--- config.mk ---
export PLATFORM = sky130hd
export DESIGN_NAME = sram_like_arbiter
export DESIGN_NICKNAME = d
export VERILOG_FILES = /design/src/rtl/sram_like_arbiter.sv
export SDC_FILE = /design/constraint.sdc
export NUM_CORES = 1
export LEC_CHECK = 0
export BUFFER_PORTS_ARGS = -buffer_cell sky130_fd_sc_hd__buf_2
export CAP_MARGIN = 15
export CORE_AREA = 5 5 110 112
export CTS_CLUSTER_SIZE = 16
export DETAILED_ROUTE_END_ITERATION = 7
export DIE_AREA = 0 0 115 117
export GPL_TIMING_DRIVEN = 0
export MAX_ROUTING_LAYER = met4
export SYNTH_ARGS = -nofsm -noshare
export SYNTH_HDL_FRONTEND = slang
export SYNTH_SLANG_ARGS = --single-unit
--- constraint.sdc ---
create_clock -name clk -period 2.16 [get_ports clk]
set_input_delay 0.432 -clock clk [delete_from_list [all_inputs] [get_ports clk]]
set_output_delay 0.432 -clock clk [all_outputs]
set_load 0.1 [all_outputs]
--- src/rtl/sram_like_arbiter.sv ---
// N-to-1 arbiter for sram-like buses: combinational grant, request lock until accepted,
// and an in-order ID FIFO that routes responses back. Define ARB_RR_EN for round-robin selection.
module sram_like_arbiter #(
  parameter int NUM_CH          = 2,
  parameter int DATA_W          = 32,
  parameter int MAX_OUTSTANDING = 4
) (
  input  logic                         clk,
  input  logic                         resetn,
  input  logic [NUM_CH-1:0]            ch_req,
  input  logic [NUM_CH-1:0]            ch_wr,
  input  logic [2*NUM_CH-1:0]          ch_size,
  input  logic [(DATA_W/8)*NUM_CH-1:0] ch_wstrb,
  input  logic [DATA_W*NUM_CH-1:0]     ch_addr,
  input  logic [DATA_W*NUM_CH-1:0]     ch_wdata,
  output logic [NUM_CH-1:0]            ch_addr_ok,
  output logic [NUM_CH-1:0]            ch_data_ok,
  output logic [DATA_W-1:0]            ch_rdata,
  output logic                         out_req,
  output logic                         out_wr,
  output logic [1:0]                   out_size,
  output logic [DATA_W/8-1:0]          out_wstrb,
  output logic [DATA_W-1:0]            out_addr,
  output logic [DATA_W-1:0]            out_wdata,
  input  logic                         out_addr_ok,
  input  logic                         out_data_ok,
  input  logic [DATA_W-1:0]            out_rdata,
  output logic                         err
);

  localparam int ID_W   = $clog2(NUM_CH);
  localparam int PTR_W  = $clog2(MAX_OUTSTANDING);
  localparam int CNT_W  = PTR_W + 1;
  localparam int STRB_W = DATA_W / 8;

  typedef enum logic {
    IDLE,
    LOCKED
  } state_t;

  state_t            state, state_next;
  logic [ID_W-1:0]   lock_ch, lock_ch_next;
  logic [ID_W-1:0]   sel_ch, gnt_ch;
  logic [ID_W-1:0]   id_fifo [MAX_OUTSTANDING];
  logic [ID_W-1:0]   head_ch;
  logic [PTR_W-1:0]  wr_ptr, rd_ptr;
  logic [CNT_W-1:0]  count;
  logic              fifo_full, fifo_empty;
  logic              push, pop;

  assign fifo_full  = (count == CNT_W'(MAX_OUTSTANDING));
  assign fifo_empty = (count == '0);
  assign head_ch    = id_fifo[rd_ptr];

`ifdef ARB_RR_EN
  logic [ID_W-1:0] rr_ptr;

  // Search starts at rr_ptr; iterating downward lets the nearest requester win.
  always_comb begin
    int idx;
    idx    = 0;
    sel_ch = rr_ptr;
    for (int k = NUM_CH - 1; k >= 0; k--) begin
      idx = (int'(rr_ptr) + k) % NUM_CH;
      if (ch_req[idx]) sel_ch = ID_W'(idx);
    end
  end

  always_ff @(posedge clk) begin
    if (!resetn)
      rr_ptr <= '0;
    else if (push)
      rr_ptr <= (gnt_ch == ID_W'(NUM_CH - 1)) ? '0 : gnt_ch + 1'b1;
  end
`else
  always_comb begin
    sel_ch = '0;
    for (int i = NUM_CH - 1; i >= 0; i--) begin
      if (ch_req[i]) sel_ch = ID_W'(i);
    end
  end
`endif

  always_ff @(posedge clk) begin
    if (!resetn) begin
      state   <= IDLE;
      lock_ch <= '0;
    end else begin
      state   <= state_next;
      lock_ch <= lock_ch_next;
    end
  end

  // A request left unaccepted is locked so its fields stay stable until the slave takes it.
  always_comb begin
    state_next   = state;
    lock_ch_next = lock_ch;
    gnt_ch       = sel_ch;
    out_req      = 1'b0;
    case (state)
      IDLE: begin
        out_req = (|ch_req) && !fifo_full;
        if (out_req && !out_addr_ok) begin
          state_next   = LOCKED;
          lock_ch_next = sel_ch;
        end
      end
      LOCKED: begin
        gnt_ch  = lock_ch;
        out_req = 1'b1;
        if (out_addr_ok) state_next = IDLE;
      end
      default: state_next = IDLE;
    endcase
    if (!resetn) out_req = 1'b0;
  end

  assign push = out_req && out_addr_ok;
  assign pop  = resetn && out_data_ok && !fifo_empty;

  always_comb begin
    out_wr     = 1'b0;
    out_size   = '0;
    out_wstrb  = '0;
    out_addr   = '0;
    out_wdata  = '0;
    ch_addr_ok = '0;
    ch_data_ok = '0;
    for (int i = 0; i < NUM_CH; i++) begin
      if (gnt_ch == ID_W'(i)) begin
        out_wr    = ch_wr[i];
        out_size  = ch_size[2*i +: 2];
        out_wstrb = ch_wstrb[STRB_W*i +: STRB_W];
        out_addr  = ch_addr[DATA_W*i +: DATA_W];
        out_wdata = ch_wdata[DATA_W*i +: DATA_W];
      end
      ch_addr_ok[i] = push && (gnt_ch == ID_W'(i));
      ch_data_ok[i] = pop && (head_ch == ID_W'(i));
    end
  end

  assign ch_rdata = out_rdata;

  always_ff @(posedge clk) begin
    if (push) id_fifo[wr_ptr] <= gnt_ch;
  end

  always_ff @(posedge clk) begin
    if (!resetn) begin
      wr_ptr <= '0;
      rd_ptr <= '0;
      count  <= '0;
    end else begin
      if (push) wr_ptr <= wr_ptr + 1'b1;
      if (pop)  rd_ptr <= rd_ptr + 1'b1;
      case ({push, pop})
        2'b10:   count <= count + 1'b1;
        2'b01:   count <= count - 1'b1;
        default: count <= count;
      endcase
    end
  end

  // A response with nothing outstanding can't be routed; flag it until reset.
  always_ff @(posedge clk) begin
    if (!resetn)
      err <= 1'b0;
    else if (out_data_ok && fifo_empty)
      err <= 1'b1;
  end

endmodule
# Word level (Yosys, flattened, before mapping)
# Memory sizes are Yosys's and may differ from the RTL's. A register that Yosys moved wholly into a read port is not among the register bits.
# Index checks and enable logic that the tools add are counted.
dict set report op_classes {
  addsub 4
  eq_ne 3
  n_mux 18
  bitwise_logic 3
  reduce_logical 17
}
# op n
set ops {}
lappend ops {{two-way mux 32 bit} 2}
lappend ops {{logical AND 1 bit} 10}
lappend ops {{two-way mux 1 bit} 9}
lappend ops {{two-way mux 2 bit} 3}
lappend ops {{case mux 3 bit (2 select lines)} 1}
lappend ops {{adder 2 x 1 -> 2 bit (second input constant)} 2}
lappend ops {{two-way mux 4 bit} 1}
lappend ops {{case mux 1 bit (2 select lines)} 2}
lappend ops {{adder 3 x 1 -> 3 bit (second input constant)} 1}
lappend ops {{equality test 3 bit (second input constant)} 1}
lappend ops {{logical NOT 1 bit} 3}
lappend ops {{logical NOT 3 bit} 1}
lappend ops {{NOT 1 bit} 3}
lappend ops {{subtractor 3 x 1 -> 3 bit (second input constant)} 1}
lappend ops {{equality test 2 x 1 -> 1 bit (second input constant)} 1}
lappend ops {{equality test 2 bit (second input constant)} 1}
lappend ops {{AND reduction 2 bit} 1}
lappend ops {{nonzero test 2 bit} 1}
lappend ops {{OR reduction 2 bit} 1}
dict set report word_totals {
  ff_bits 10
  ramBits 4
  output_inout_bits 109
  elab_cells 52
  n_memories 1
}
# memory depth width rd rd_clocked_by_memory_dff write_ports line_no
set mem_list {}
lappend mem_list {id_fifo 4 1 1 1 1 44} ;# logic [ID_W-1:0] id_fifo [MAX_OUTSTANDING];

# Logic depth before layout (Yosys ltp)
dict set report logic_depth {
  ltp_word 8
  depth_mapped 10
  depth_no_buf 9
}

# Least setup slack after synthesis
# OpenSTA, ideal clock, no wires.
dict set report synth_timing {
  path_type {in2out}
  start {in resetn}
  end {out out_req}
  arrival_time_ps 2998
  path_slack_ps -1270
  stages 3
  path_cell_list {clkbuf_1 > clkinv_1 > nor3_1}
}
dict set report synth_via {
  elab_chain_cells 1
}
# item line_no
set synth_rtl {}
lappend synth_rtl {{start: declaration} 9} ;# input logic resetn,
lappend synth_rtl {{two-way mux 1 bit} 115} ;# if (!resetn) out_req = 1'b0;
lappend synth_rtl {{end: declaration} 19} ;# output logic out_req,
# Every way passes these cells.

# Final worst setup path
dict set report layout_timing {
  start {in ch_req[1]}
  end {out out_wdata[24]}
}
dict set report layout_via {
  elab_chain_cells 4
}
# item line_no
set layout_rtl {}
lappend layout_rtl {{start: declaration} 10} ;# input logic [NUM_CH-1:0] ch_req,
lappend layout_rtl {{two-way mux 1 bit (2 in a row)} 79} ;# if (ch_req[i]) sel_ch = ID_W'(i);
lappend layout_rtl {{two-way mux 1 bit} 100} ;# case (state)
lappend layout_rtl {{two-way mux 32 bit} 130} ;# if (gnt_ch == ID_W'(i)) begin
lappend layout_rtl {{end: declaration} 24} ;# output logic [DATA_W-1:0] out_wdata,
# Every way passes these cells.

==> results.tsv <==
stage	metric	value	unit
hold_path	Min-Delay Startpoint	out_addr_ok	
logic_synthesis	share of synthesized flip-flops with an asynchronous set or reset	0	
logic_synthesis	number of enable flip-flop cells after synthesis	4	
cells_and_area	count of placed standard cells in the final layout, fillers left out	607	
setup_path	most numerous cell on the critical path	sky130_fd_sc_hd__buf_12	
logic_synthesis	synthesized area per cell	10.04	um^2
clocking	Worst-Skew Late Latency	0.25	ns
global_routing	met1 Use GR	0.1296	
setup_path	critical path buffer and inverter count	5	
hold_path	worst hold path class	primary input to flop	
die	top-level port count	289	
clocking	H-tree depth	1	
route	vias per std cell	4.056	
cells_and_area	Nets	651	
clocking	Post-CTS Hold Fix Bufs	0	
run_status	failing checks	negative setup slack	
cells_and_area	area grow syn2layout	162.1	%
logic_synthesis	flop and latch count out of synthesis	16	
global_routing	largest net degree at the start of global routing	11	
sta	setup slack after layout	-0.1118	ns
global_routing	met2 Usage GRT	0.2037	
hold_path	number of cells on the worst hold path	2	
route	total number of vias	2462	
route	count of TritonRoute iterations in the first routing pass	4	
clocking	root buffer cell	sky130_fd_sc_hd__clkbuf_16	
place	routability cong.	0.7248	
setup_path	worst reg2reg setup slack	-0.01	ns
logic_synthesis	Top FF cell, synth	sky130_fd_sc_hd__dfxtp_1	
setup_path	number of cells on the worst reg-to-reg path	9	
route	sum of routed wire length over all layers	10.26	mm
place	estimated wirelength of the detail-placed design	7.369	mm
hold_path	Hold Path Sink	state	
clocking	Num CTS Buffers	3	
sta	setup repair after global routing missed its margin	yes	
clocking	CTS sink cnt	16	
die	die footprint	13460	um^2
global_routing	M3 GR Usage	0.02365	
global_routing	All-Layer GR Usage	0.1129	
setup_path	CP Capture Type	output pin	
place	placed cells	587	
sta	Period Utilization, post-route	1.052	
sta	pins over their slew limit	0	
logic_synthesis	Netlist cell types	31	
setup_path	Largest stage delay, worst path	0.32	ns
logic_synthesis	register area share after synthesis	0.1900	
die	CORE AREA	11130	um^2
logic_synthesis	Syn. warnings	0	
global_routing	via count of the first global-routing pass	2572	
setup_path	worst-path cell chain	buf_2 -> nor3b_2 -> a21oi_2 -> buf_6 -> buf_12 -> clkbuf_16 -> mux2_4 -> buf_12	
sta	Final setup viols	68	
die	Initial Utilization	0.1705	
cells_and_area	area taken by flip-flops and latches	366.6	um^2
clocking	maximum number of buffers from clock root to sink	2	
die	num rows	39	
sta	Max-Slew Margin vs Limit	0.6702	
setup_path	kind of critical path	primary input to output pin	
logic_synthesis	cell area after synthesis	1897	um^2
logic_synthesis	cell count after synthesis	189	
sta	hold_ws	0.3879	ns
global_routing	highest-utilization routing layer at the global route stage	met2	
pwr	leakage power	2.641	nW
sta	Clock Skew	0.004848	ns
setup_path	start point of the critical path	ch_req[1]	
setup_path	critical path's top delay family	buffers and inverters	
cells_and_area	area of combinational cells with multiple inputs	1468	um^2
setup_path	required time reported for the critical path endpoint	1.73	ns
global_routing	total global routing overflow	0	
cells_and_area	proportion of layout cells with a drive suffix above 1	0.8707	
sta	count of endpoints failing hold in the final timing report	0	
logic_synthesis	total nets after synthesis	375	
run_status	result of the run	complete, but fails checks	
route	drc violations	0	
setup_path	RR Endpoint	count[2]	
die	Die Height	117	um
cells_and_area	number of fill cells	1025	
setup_path	maximum net fanout on the critical path	6	
clocking	Clk pin slew, worst setup/hold paths	0.05	ns
setup_path	slowest library cell on the worst path	sky130_fd_sc_hd__mux2_4	
place	Port Buf Inserts	255	
flow_run	count of max-cap constraint violations	0	
cells_and_area	Antenna diodes	0	
place	Placement Setup Slack	-0.3711	ns
sta	FMAX	440.2	MHz
pwr	worst voltage drop across the vdd grid	0.3441	mV
sta	transition time at the pin with the least slew margin	0.4981	ns
sta	final critical-path required period	2.272	ns
setup_path	element type at the critical path start	primary input	
global_routing	initial antenna violation count	0	
die	chip width	115	um
pwr	power per unit of standard cell area	608.1	nW/um^2
route	antenna viol nets, final	0	
setup_path	crit path DAT	1.84	ns
global_routing	global-route wire length before repair	11.82	mm
route	number of violations reported at the end of detailed-routing iteration 0	50	
route	wire length per cell after detailed routing	16.91	um
setup_path	reg2reg start	state	
clocking	CTS tree	yes	
[synth_stat cells, types with 2 or more instances]
cell,count,area (um^2)
sky130_fd_sc_hd__mux2_1,57,641.9
sky130_fd_sc_hd__buf_4,33,247.7
sky130_fd_sc_hd__mux2_2,14,157.7
sky130_fd_sc_hd__dfxtp_1,12,240.2
sky130_fd_sc_hd__nor2_1,8,30.03
sky130_fd_sc_hd__inv_1,7,26.28
sky130_fd_sc_hd__nand2_1,7,26.28
sky130_fd_sc_hd__and2_1,6,37.54
sky130_fd_sc_hd__buf_6,6,67.56
sky130_fd_sc_hd__ha_1,5,62.56
sky130_fd_sc_hd__a21oi_1,4,20.02
sky130_fd_sc_hd__edfxtp_1,4,120.1
sky130_fd_sc_hd__nor3_1,4,20.02
sky130_fd_sc_hd__mux2i_1,3,30.03
sky130_fd_sc_hd__nor3b_1,2,15.01
sky130_fd_sc_hd__xor2_1,2,17.52
[layout make-up]
class / instances / area share
Timing Repair Buffer: 271 / 0.4962
Multi-Input combinational cell: 124 / 0.2952
Buffer: 41 / 0.07700
Sequential cell: 16 / 0.07373
Tap cell: 143 / 0.03598
Clock buffer: 3 / 0.01510
Inverter: 8 / 0.006039
Clock inverter: 1 / 0.0007549
[worst max path at each step]
stage,to,slack [ns],cells past startpoint
2_1_floorplan,ch_addr_ok[1],-0.06,5
3_3_place_gp,out_wdata[24],-0.37,7
3_5_place_dp,out_wdata[9],-0.37,7
4_1_cts,out_wdata[24],-0.10,7
5_1_grt,out_addr[6],-0.16,7
6_report,out_wdata[24],-0.11,8
[through the flow]
stage,TNS (ns),utilization,cell area [um^2],power [mW]
6_report,-4.917,0.4469,4972,3.023
5_1_grt,-8.106,0.4469,4972,3.123
4_1_cts,-5.005,0.3684,4099,2.700
3_5_place_dp,-21.20,0.3066,3411,2.111
3_3_place_gp,-20.44,0.3066,3411,2.103
2_1_floorplan,-0.06321,-,1956,1.807
[cells by family (layout without fill, tap and decap cells)]
logic type	count (synthesis)	after routing	share of synthesized area
muxes	75	75	0.4492
xor gates and xnor gates	3	3	0.01385
and+or+nand+nor	32	32	0.09038
buffers and inverters	49	324	0.1867
adders and majority gates	6	6	0.04354
DFF	16	16	0.1900
AOI/OAI and AO/OA	8	8	0.02639
[cell usage in the layout, fill, tap and decap left out, types with 2 or more instances in the layout]
cell and count:
sky130_fd_sc_hd__buf_6 8, sky130_fd_sc_hd__nor2_1 7, sky130_fd_sc_hd__xor2_1 2, sky130_fd_sc_hd__buf_4 48, sky130_fd_sc_hd__inv_1 6, sky130_fd_sc_hd__nand2_1 7, sky130_fd_sc_hd__dfxtp_1 9, sky130_fd_sc_hd__buf_12 63
sky130_fd_sc_hd__mux2_2 14, sky130_fd_sc_hd__ha_1 4, sky130_fd_sc_hd__mux2i_1 3, sky130_fd_sc_hd__mux2_4 57, sky130_fd_sc_hd__clkinv_1 2, sky130_fd_sc_hd__dfxtp_2 2, sky130_fd_sc_hd__nor3_4 3, sky130_fd_sc_hd__and2_1 5
sky130_fd_sc_hd__edfxtp_1 4, sky130_fd_sc_hd__a21oi_1 2, sky130_fd_sc_hd__clkbuf_16 9, sky130_fd_sc_hd__buf_2 182, sky130_fd_sc_hd__a21oi_2 2, sky130_fd_sc_hd__buf_8 3
[where the power goes]
part / internal, mW / switching [mW]
Sequential: 0.327 / 0.0212
Clock: 0.246 / 0.117
Combinational: 0.837 / 1.48
[per-layer routing]
layer / share of wire / wire length, um / up-vias
met1: 0.35 / 3639 / 1104
met3: 0.077 / 788 / 17
li1: - / - / 1189
met5: 0 / 0 / -
met2: 0.55 / 5691 / 152
met4: 0.014 / 143 / 0
[what timing repair did]
action | 4_1_cts | 5_1_grt
setup buffers | 6 | 3
gates cloned | 2 | 6
endpoints found under the setup margin | 74 | 74
pin swaps | 5 | 4
gates resized for setup | 162 | 173
Note: power is estimated with default switching activity, not from simulation.
